==> config.mk <==
export PLATFORM = sky130hd
export DESIGN_NAME = cmd_frame_rx_flat
export DESIGN_NICKNAME = d
export VERILOG_FILES = /design/src/rtl/cmd_frame_rx_if.sv /design/src/rtl/cmd_frame_rx.sv /design/src/flat_wrapper.sv
export SDC_FILE = /design/constraint.sdc
export NUM_CORES = 1
export LEC_CHECK = 0
export BUFFER_PORTS_ARGS = -buffer_cell sky130_fd_sc_hd__buf_4
export CAP_MARGIN = 20
export CORE_MARGIN = 5
export CORE_UTILIZATION = 50
export DETAILED_ROUTE_END_ITERATION = 8
export GPL_ROUTABILITY_DRIVEN = 0
export GPL_TIMING_DRIVEN = 1
export HOLD_SLACK_MARGIN = 0.02
export PLACE_DENSITY = 0.8
export SLEW_MARGIN = 5
export SYNTH_ARGS = -nofsm -noshare
export SYNTH_HDL_FRONTEND = slang
export SYNTH_SLANG_ARGS = --single-unit
==> constraint.sdc <==
create_clock -name clk -period 8.1 [get_ports clk]
set_input_delay 0.405 -clock clk [delete_from_list [all_inputs] [get_ports clk]]
set_output_delay 0.405 -clock clk [all_outputs]
set_load 0.005 [all_outputs]
==> src/rtl/cmd_frame_rx_if.sv <==
// Result bus of cmd_frame_rx: parameter-RAM write port, command commit and status pulses.
interface cmd_frame_rx_if #(
    parameter int unsigned ADDR_W = 5
);
    logic              param_we;
    logic [ADDR_W-1:0] param_waddr;
    logic [7:0]        param_wdata;
    logic              cmd_valid;
    logic [7:0]        cmd_len;
    logic [7:0]        cmd_tc_cntr;
    logic              err_frame;
    logic              err_chksum;
    logic              err_len;
    logic              err_timeout;
    logic              dup_drop;
    logic              busy;

    modport master (
        output param_we, param_waddr, param_wdata, cmd_valid, cmd_len, cmd_tc_cntr,
               err_frame, err_chksum, err_len, err_timeout, dup_drop, busy
    );

    modport slave (
        input  param_we, param_waddr, param_wdata, cmd_valid, cmd_len, cmd_tc_cntr,
               err_frame, err_chksum, err_len, err_timeout, dup_drop, busy
    );
endinterface

==> src/rtl/cmd_frame_rx.sv <==
// RS485 command frame receiver: mid-bit UART byte receiver feeding a
// SYNC/TC/LEN/PID/params/XOR-checksum parser that writes the parameter RAM.
module cmd_frame_rx #(
    parameter int unsigned ADDR_W       = 5,
    parameter int unsigned MAX_PARAMS   = 29,
    parameter int unsigned CNT_W        = 8,
    parameter logic [7:0]  SYNC_BYTE    = 8'hFC,
    parameter logic [7:0]  BCAST_ID     = 8'hFF,
    parameter int unsigned TIMEOUT_BITS = 20
) (
    input  logic             clk,
    input  logic             reset,
    input  logic             rx,
    input  logic [7:0]       payload_id,
    input  logic [CNT_W-1:0] clk_per_bit,
    cmd_frame_rx_if.master   bus
);
    localparam int unsigned TO_W    = CNT_W + 5;
    localparam logic [7:0]  MAX_LEN = 8'(MAX_PARAMS);

    typedef enum logic [1:0] {BR_IDLE, BR_START, BR_DATA, BR_STOP} br_state_e;
    typedef enum logic [2:0] {P_HUNT, P_TC, P_LEN, P_PID, P_PARAM, P_CHK} p_state_e;

    logic             rx_meta_q, rx_sync_q;
    br_state_e        br_state_q, br_state_d;
    logic [CNT_W-1:0] cpb_q, cpb_d, bcnt_q, bcnt_d;
    logic [CNT_W-1:0] half_c, last_c;
    logic [2:0]       bit_idx_q, bit_idx_d;
    logic [7:0]       shift_q, shift_d;
    logic             byte_done_c, stop_err_c;

    p_state_e         p_state_q, p_state_d;
    logic [7:0]       tc_q, tc_d, len_q, len_d, chk_q, chk_d, idx_q, idx_d;
    logic             match_q, match_d;
    logic [7:0]       last_tc_q, last_tc_d;
    logic             last_tc_vld_q, last_tc_vld_d;
    logic [TO_W-1:0]  to_q, to_d, to_limit_c;

    logic              param_we_q, param_we_d;
    logic [ADDR_W-1:0] param_waddr_q, param_waddr_d;
    logic [7:0]        param_wdata_q, param_wdata_d;
    logic              cmd_valid_q, cmd_valid_d;
    logic [7:0]        cmd_len_q, cmd_len_d, cmd_tc_cntr_q, cmd_tc_cntr_d;
    logic              err_frame_q, err_frame_d, err_chksum_q, err_chksum_d;
    logic              err_len_q, err_len_d, err_timeout_q, err_timeout_d;
    logic              dup_drop_q, dup_drop_d, busy_q, busy_d;

    assign half_c = (cpb_q - CNT_W'(1)) >> 1;
    assign last_c = cpb_q - CNT_W'(1);

    // Byte receiver: start-bit qualify at half period, then one sample per bit period.
    always_comb begin
        br_state_d  = br_state_q;
        cpb_d       = cpb_q;
        bcnt_d      = bcnt_q;
        bit_idx_d   = bit_idx_q;
        shift_d     = shift_q;
        byte_done_c = 1'b0;
        stop_err_c  = 1'b0;
        unique case (br_state_q)
            BR_IDLE: begin
                if (!rx_sync_q) begin
                    br_state_d = BR_START;
                    cpb_d      = clk_per_bit;
                    bcnt_d     = '0;
                end
            end
            BR_START: begin
                if (bcnt_q == half_c) begin
                    bcnt_d     = '0;
                    bit_idx_d  = '0;
                    br_state_d = rx_sync_q ? BR_IDLE : BR_DATA;
                end else begin
                    bcnt_d = bcnt_q + CNT_W'(1);
                end
            end
            BR_DATA: begin
                if (bcnt_q == last_c) begin
                    bcnt_d  = '0;
                    shift_d = {rx_sync_q, shift_q[7:1]};
                    if (bit_idx_q == 3'd7) br_state_d = BR_STOP;
                    else                   bit_idx_d  = bit_idx_q + 3'd1;
                end else begin
                    bcnt_d = bcnt_q + CNT_W'(1);
                end
            end
            BR_STOP: begin
                if (bcnt_q == last_c) begin
                    br_state_d  = BR_IDLE;
                    byte_done_c = rx_sync_q;
                    stop_err_c  = !rx_sync_q;
                end else begin
                    bcnt_d = bcnt_q + CNT_W'(1);
                end
            end
            default: br_state_d = BR_IDLE;
        endcase
    end

    // Frame parser, inter-byte timeout and registered result outputs.
    always_comb begin
        p_state_d     = p_state_q;
        tc_d          = tc_q;
        len_d         = len_q;
        chk_d         = chk_q;
        idx_d         = idx_q;
        match_d       = match_q;
        last_tc_d     = last_tc_q;
        last_tc_vld_d = last_tc_vld_q;
        param_we_d    = 1'b0;
        param_waddr_d = param_waddr_q;
        param_wdata_d = param_wdata_q;
        cmd_valid_d   = 1'b0;
        cmd_len_d     = cmd_len_q;
        cmd_tc_cntr_d = cmd_tc_cntr_q;
        err_frame_d   = 1'b0;
        err_chksum_d  = 1'b0;
        err_len_d     = 1'b0;
        err_timeout_d = 1'b0;
        dup_drop_d    = 1'b0;
        to_limit_c    = TO_W'(TIMEOUT_BITS) * TO_W'(cpb_q);

        if (p_state_q == P_HUNT || br_state_q != BR_IDLE) to_d = '0;
        else if (to_q != '1)                              to_d = to_q + TO_W'(1);
        else                                              to_d = to_q;

        if (stop_err_c) begin
            err_frame_d = 1'b1;
            p_state_d   = P_HUNT;
        end else if (p_state_q != P_HUNT && br_state_q == BR_IDLE && to_q >= to_limit_c) begin
            err_timeout_d = 1'b1;
            p_state_d     = P_HUNT;
        end else if (byte_done_c) begin
            unique case (p_state_q)
                P_HUNT: begin
                    if (shift_q == SYNC_BYTE) p_state_d = P_TC;
                end
                P_TC: begin
                    tc_d      = shift_q;
                    chk_d     = shift_q;
                    p_state_d = P_LEN;
                end
                P_LEN: begin
                    if (shift_q > MAX_LEN) begin
                        err_len_d = 1'b1;
                        p_state_d = P_HUNT;
                    end else begin
                        len_d     = shift_q;
                        chk_d     = chk_q ^ shift_q;
                        p_state_d = P_PID;
                    end
                end
                P_PID: begin
                    match_d   = (shift_q == payload_id) || (shift_q == BCAST_ID);
                    chk_d     = chk_q ^ shift_q;
                    idx_d     = '0;
                    p_state_d = (len_q != 8'd0) ? P_PARAM : P_CHK;
                end
                P_PARAM: begin
                    chk_d         = chk_q ^ shift_q;
                    param_we_d    = match_q;
                    param_waddr_d = idx_q[ADDR_W-1:0];
                    param_wdata_d = shift_q;
                    idx_d         = idx_q + 8'd1;
                    if (idx_q == len_q - 8'd1) p_state_d = P_CHK;
                end
                P_CHK: begin
                    p_state_d = P_HUNT;
                    if (shift_q != chk_q) begin
                        err_chksum_d = 1'b1;
                    end else if (match_q) begin
                        if (last_tc_vld_q && tc_q == last_tc_q) begin
                            dup_drop_d = 1'b1;
                        end else begin
                            cmd_valid_d   = 1'b1;
                            cmd_len_d     = len_q;
                            cmd_tc_cntr_d = tc_q;
                            last_tc_d     = tc_q;
                            last_tc_vld_d = 1'b1;
                        end
                    end
                end
                default: p_state_d = P_HUNT;
            endcase
        end

        busy_d = (p_state_d != P_HUNT);
    end

    always_ff @(posedge clk) begin
        if (reset) begin
            rx_meta_q     <= 1'b1;
            rx_sync_q     <= 1'b1;
            br_state_q    <= BR_IDLE;
            cpb_q         <= '0;
            bcnt_q        <= '0;
            bit_idx_q     <= '0;
            shift_q       <= '0;
            p_state_q     <= P_HUNT;
            tc_q          <= '0;
            len_q         <= '0;
            chk_q         <= '0;
            idx_q         <= '0;
            match_q       <= 1'b0;
            last_tc_q     <= '0;
            last_tc_vld_q <= 1'b0;
            to_q          <= '0;
            param_we_q    <= 1'b0;
            param_waddr_q <= '0;
            param_wdata_q <= '0;
            cmd_valid_q   <= 1'b0;
            cmd_len_q     <= '0;
            cmd_tc_cntr_q <= '0;
            err_frame_q   <= 1'b0;
            err_chksum_q  <= 1'b0;
            err_len_q     <= 1'b0;
            err_timeout_q <= 1'b0;
            dup_drop_q    <= 1'b0;
            busy_q        <= 1'b0;
        end else begin
            rx_meta_q     <= rx;
            rx_sync_q     <= rx_meta_q;
            br_state_q    <= br_state_d;
            cpb_q         <= cpb_d;
            bcnt_q        <= bcnt_d;
            bit_idx_q     <= bit_idx_d;
            shift_q       <= shift_d;
            p_state_q     <= p_state_d;
            tc_q          <= tc_d;
            len_q         <= len_d;
            chk_q         <= chk_d;
            idx_q         <= idx_d;
            match_q       <= match_d;
            last_tc_q     <= last_tc_d;
            last_tc_vld_q <= last_tc_vld_d;
            to_q          <= to_d;
            param_we_q    <= param_we_d;
            param_waddr_q <= param_waddr_d;
            param_wdata_q <= param_wdata_d;
            cmd_valid_q   <= cmd_valid_d;
            cmd_len_q     <= cmd_len_d;
            cmd_tc_cntr_q <= cmd_tc_cntr_d;
            err_frame_q   <= err_frame_d;
            err_chksum_q  <= err_chksum_d;
            err_len_q     <= err_len_d;
            err_timeout_q <= err_timeout_d;
            dup_drop_q    <= dup_drop_d;
            busy_q        <= busy_d;
        end
    end

    assign bus.param_we    = param_we_q;
    assign bus.param_waddr = param_waddr_q;
    assign bus.param_wdata = param_wdata_q;
    assign bus.cmd_valid   = cmd_valid_q;
    assign bus.cmd_len     = cmd_len_q;
    assign bus.cmd_tc_cntr = cmd_tc_cntr_q;
    assign bus.err_frame   = err_frame_q;
    assign bus.err_chksum  = err_chksum_q;
    assign bus.err_len     = err_len_q;
    assign bus.err_timeout = err_timeout_q;
    assign bus.dup_drop    = dup_drop_q;
    assign bus.busy        = busy_q;
endmodule

==> src/flat_wrapper.sv <==
// flat-port wrapper written by rule: the top's interface ports become plain ports
module cmd_frame_rx_flat 
#(
    parameter int unsigned ADDR_W       = 5,
    parameter int unsigned MAX_PARAMS   = 29,
    parameter int unsigned CNT_W        = 8,
    parameter logic [7:0]  SYNC_BYTE    = 8'hFC,
    parameter logic [7:0]  BCAST_ID     = 8'hFF,
    parameter int unsigned TIMEOUT_BITS = 20
)
  (clk, reset, rx, payload_id, clk_per_bit, bus_param_we, bus_param_waddr, bus_param_wdata, bus_cmd_valid, bus_cmd_len, bus_cmd_tc_cntr, bus_err_frame, bus_err_chksum, bus_err_len, bus_err_timeout, bus_dup_drop, bus_busy);
  cmd_frame_rx_if #(.ADDR_W(ADDR_W)) bus_i ();
  input  logic clk;
  input  logic reset;
  input  logic rx;
  input  logic [7:0] payload_id;
  input  logic [CNT_W-1:0] clk_per_bit;
  output wire logic [$bits(bus_i.param_we)-1:0] bus_param_we;
  output wire logic [$bits(bus_i.param_waddr)-1:0] bus_param_waddr;
  output wire logic [$bits(bus_i.param_wdata)-1:0] bus_param_wdata;
  output wire logic [$bits(bus_i.cmd_valid)-1:0] bus_cmd_valid;
  output wire logic [$bits(bus_i.cmd_len)-1:0] bus_cmd_len;
  output wire logic [$bits(bus_i.cmd_tc_cntr)-1:0] bus_cmd_tc_cntr;
  output wire logic [$bits(bus_i.err_frame)-1:0] bus_err_frame;
  output wire logic [$bits(bus_i.err_chksum)-1:0] bus_err_chksum;
  output wire logic [$bits(bus_i.err_len)-1:0] bus_err_len;
  output wire logic [$bits(bus_i.err_timeout)-1:0] bus_err_timeout;
  output wire logic [$bits(bus_i.dup_drop)-1:0] bus_dup_drop;
  output wire logic [$bits(bus_i.busy)-1:0] bus_busy;
  assign bus_param_we = bus_i.param_we;
  assign bus_param_waddr = bus_i.param_waddr;
  assign bus_param_wdata = bus_i.param_wdata;
  assign bus_cmd_valid = bus_i.cmd_valid;
  assign bus_cmd_len = bus_i.cmd_len;
  assign bus_cmd_tc_cntr = bus_i.cmd_tc_cntr;
  assign bus_err_frame = bus_i.err_frame;
  assign bus_err_chksum = bus_i.err_chksum;
  assign bus_err_len = bus_i.err_len;
  assign bus_err_timeout = bus_i.err_timeout;
  assign bus_dup_drop = bus_i.dup_drop;
  assign bus_busy = bus_i.busy;
  cmd_frame_rx #(.ADDR_W(ADDR_W), .MAX_PARAMS(MAX_PARAMS), .CNT_W(CNT_W), .SYNC_BYTE(SYNC_BYTE), .BCAST_ID(BCAST_ID), .TIMEOUT_BITS(TIMEOUT_BITS)) u_core (.clk(clk), .reset(reset), .rx(rx), .payload_id(payload_id), .clk_per_bit(clk_per_bit), .bus(bus_i));
endmodule
==> results.toml <==
[status]
outcome = "finished, final reports clean"

[clocking]
cts_resized = 0
cts.sinks = 118
cts_made_buffers = 17
clockRootBuffer = "clkbuf_16"
cts_tree = "built"
cts-hold-fix-buffers = 0
htreeDepth = 4
cts_setup_buffers = 0
clk-insertion-delay-late_ps = 420
cts_buffer_depth = 2
path_clk_slew_ps = 60

[pwr]
ir_worst_vdd_uv = 133
pwr-share-seq = 0.419
power.density_mw_per_mm2 = 191
clockPowerShare = 0.535
pwr-share-comb = 0.046
power.share.switching = 0.231
p_int_w = 0.00108
p_switching_w = 0.000324
leakage_nw = 2.88

[cells_and_area]
utilization = 0.587
fin_nets = 814
stdcell_count = 947
drive_gt1_frac = 0.145
synthToLayoutAreaGrowth_pct = 15.8
diodes = 0

[worst_setup_path]
cp-end-kind = "register"
crit_chain = "inv_1 -> ha_1 -> xnor2_1 -> xnor2_1 -> nor4_4 -> nand4_2 -> nor3_4 -> o31a_1 -> mux2i_1 -> nor2_1"
rr_worst_depth = 10
cp.arrival_ps = 3790
r2r_end = "u_core.last_tc_q[2]"
path_max_fanout = 14
path_common_cell = "xnor2_1"
cp-start-kind = "register"
crit_path_max_incr_delay_ps = 790
crit_slowest_cell = "o31a_1"
worstReg2RegStart = "u_core.cpb_q[0]"
worstPathRequired_ps = 8370
critical_path_class = "register to register"
r2r_slack_ps = 4570

[detailed_routing]
vias_per_cell = 5.46
drtPass1Iterations = 5
postRouteWirelength_um = 13900
drtIter0Drc = 483
antenna_left = 0
drcViolationCount = 0
vias = 5170
wire_per_inst_um = 14.7

[synth]
synth_fa_ha_area_frac = 0.0663
synthCells = 721
syn-cell-area_mm2 = 0.00634
yosys.cell_types.count = 65
synth_seq_cells = 118
synth_xor_area_frac = 0.118
synth_compound_gate_area_share = 0.0987
synthMuxAreaShare = 0.0726
synth_nets = 773
synthArstFlopShare = 0
synth-simple-area-share = 0.222
synth_edf_count = 0
synth_ff_type = "dfxtp_1"
yosysSeqAreaShare = 0.373
syn_area_per_cell_um2 = 8.79
yosys_warnings = 0
synth_top_family_by_area = "simple AND/OR/NAND/NOR gates"

[hold_path]
hold_start = "reset"
holdPathEnd = "u_core.cpb_q[2]"
hold_depth = 2
worstHoldPathType = "input pin to register"

[floorplanning]
die_area_mm2 = 0.0150
core_mm2 = 0.0125
die_w_um = 123
start_util = 0.507
die-height_um = 123
ios = 56
num_rows = 41

[sta]
fmax_ghz = 0.283
finalSetupViolCount = 0
tns_ps = 0
final.setup.worst_slack_ps = 4570
slew-limit-headroom = 0.310
grt_setup_unrepaired = "false"
timing.hold.ws_ps = 174
hold_viol = 0
worstMarginPinSlew_ps = 1030
drv_slew = 0
timing.final.crit_period_ps = 3530
fin_crit_sh = 0.436
clock_skew_ps = 7.95

[place]
place_inst = 915
dp_slack_ps = 4660
dp_hpwl_um = 9610
portBuffers = 55

[global_route]
grt.overflow.total = 0
grt_pass1_wl_um = 23100
grt_usage = 0.194
antenna_found_initial = 0
grt_pass1_vias = 4831
grt_max_degree = 88

[job]
cap_violations = 0
==> how the worst max path moves through the flow <==
stage                                            to            start  slack, ps
after CTS                       u_core.last_tc_q[2]  u_core.cpb_q[0]       4570
after detailed placement      u_core.bus.cmd_len[3]  u_core.cpb_q[0]       4660
after global placement    u_core.bus.param_wdata[7]  u_core.cpb_q[0]       4720
after floorplan                     u_core.bus.busy  u_core.cpb_q[3]       5290
final                           u_core.last_tc_q[2]  u_core.cpb_q[0]       4570
after global routing            u_core.last_tc_q[4]  u_core.cpb_q[0]       4340
==> metrics by stage <==
step | instance area, um^2 | power (W)
6_report | 7340 | 0.00140
5_1_grt | 7340 | 0.00144
4_1_cts | 7340 | 0.00141
3_5_place_dp | 6750 | 0.000665
3_3_place_gp | 6750 | 0.000663
2_1_floorplan | 6340 | 0.000649
==> layout by cell type (no fill, tap or decap), types with 2 or more instances in the layout <==
cell type,count
nor3_1,13
or3_1,4
nor4b_1,3
nor2_1,107
ha_1,32
a21oi_1,44
a21o_1,6
xor2_1,30
nand2b_1,4
nor4_1,7
or4_1,2
or2_2,2
inv_1,21
o21a_1,3
clkbuf_16,17
nor3b_1,6
nor2b_1,5
nand4_2,3
dfxtp_1,118
xnor2_1,47
xnor3_4,2
o21ai_0,28
clkinvlp_4,4
a31oi_1,5
a41o_1,2
nand3b_1,2
and2_1,3
or3_2,2
nor4_4,2
o21bai_1,2
nand3_1,17
nand2_1,71
clkinv_4,4
mux2i_1,46
buf_4,57
nand4_1,14
and3_1,7
bufinv_16,2
a211oi_1,2
==> Yosys cell counts (all sizes together), types with 2 or more instances <==
library cell  number  area share
dfxtp            118        0.37
nor2             109       0.066
nand2             71       0.042
xnor2             47       0.065
mux2i             46       0.073
a21oi             44       0.035
ha                32       0.063
o21ai             30       0.024
xor2              30       0.041
inv               21       0.012
clkbuf            20       0.015
nand3             17       0.013
nand4             17       0.020
buf               14       0.017
nor3              14       0.013
nor4               9       0.014
and3               8      0.0081
or3                7      0.0081
a21o               6      0.0071
nor3b              6      0.0071
a31oi              5      0.0049
nor2b              5      0.0049
nand2b             4      0.0039
nor4b              4      0.0079
and2               3      0.0030
o21a               3      0.0036
or2                3      0.0034
or4                3      0.0041
xnor3              3       0.012
a211oi             2      0.0024
a41o               2      0.0032
nand3b             2      0.0024
o21bai             2      0.0024
==> state kept, by name, indices dropped and copies added (netlist names), 3 cells and up, named ones only <==
signal,flops
u_core.chk_q,8
u_core.bit_idx_q,3
u_core.p_state_q,3
u_core.bus.cmd_len,8
u_core.last_tc_q,8
u_core.to_q,13
u_core.bus.param_waddr,5
u_core.tc_q,8
u_core.len_q,8
u_core.bus.param_wdata,8
u_core.cpb_q,8
u_core.shift_q,8
u_core.idx_q,8
u_core.bcnt_q,8
==> logic make-up (layout without fill, tap and decap cells) <==
family                     Yosys count  in the layout
and+or+nand+nor                    283            283
DFF                                118            118
AOI/OAI and AO/OA                  105            105
xor gates and xnor gates            80             80
buffers and inverters               56            110
muxes                               46             46
adders and majority gates           33             33
==> worst max-delay path, delay by kind of cell (launching register included) <==
| family | cells | cell delay, ps |
|---|---|---|
| AO/OA/AOI/OAI | 1 | 790 |
| multiplexers | 1 | 280 |
| flip-flops | 1 | 530 |
| XOR/XNOR | 2 | 440 |
| adder cells (fa/ha/maj) | 1 | 250 |
| AND/OR/NAND/NOR | 4 | 990 |
| buffers and inverters | 1 | 90 |
==> power groups by stage <==
| stage | clock (W) | combinational [W] | sequential, W |
|---|---|---|---|
| after floorplan | 0 | 0.0000506 | 0.000598 |
| after global placement | 0 | 0.0000631 | 0.000600 |
| after detailed placement | 0 | 0.0000642 | 0.000600 |
| after CTS | 0.000759 | 0.0000647 | 0.000588 |
| after global routing | 0.000784 | 0.0000708 | 0.000588 |
| final | 0.000750 | 0.0000643 | 0.000588 |
==> metal layers <==
metal / vias up / global-route usage / part of all wire
li1: 2568 / - / -
met1: 2430 / 0.260 / 0.46
met2: 151 / 0.297 / 0.46
met3: 21 / 0.0470 / 0.062
met4: 0 / 0.0819 / 0.018
met5: - / 0 / 0
==> cell type report <==
type | instances | area, um^2
multi-input cells | 547 | 3670
inverters | 21 | 78.8
clock inverters | 13 | 150
fillers | 1119 | 5170
repair buffers | 57 | 428
flip-flops and latches | 118 | 2360
clock buffers | 19 | 443
well taps | 172 | 215
No activity file was read; power rests on OpenSTA's default activity.
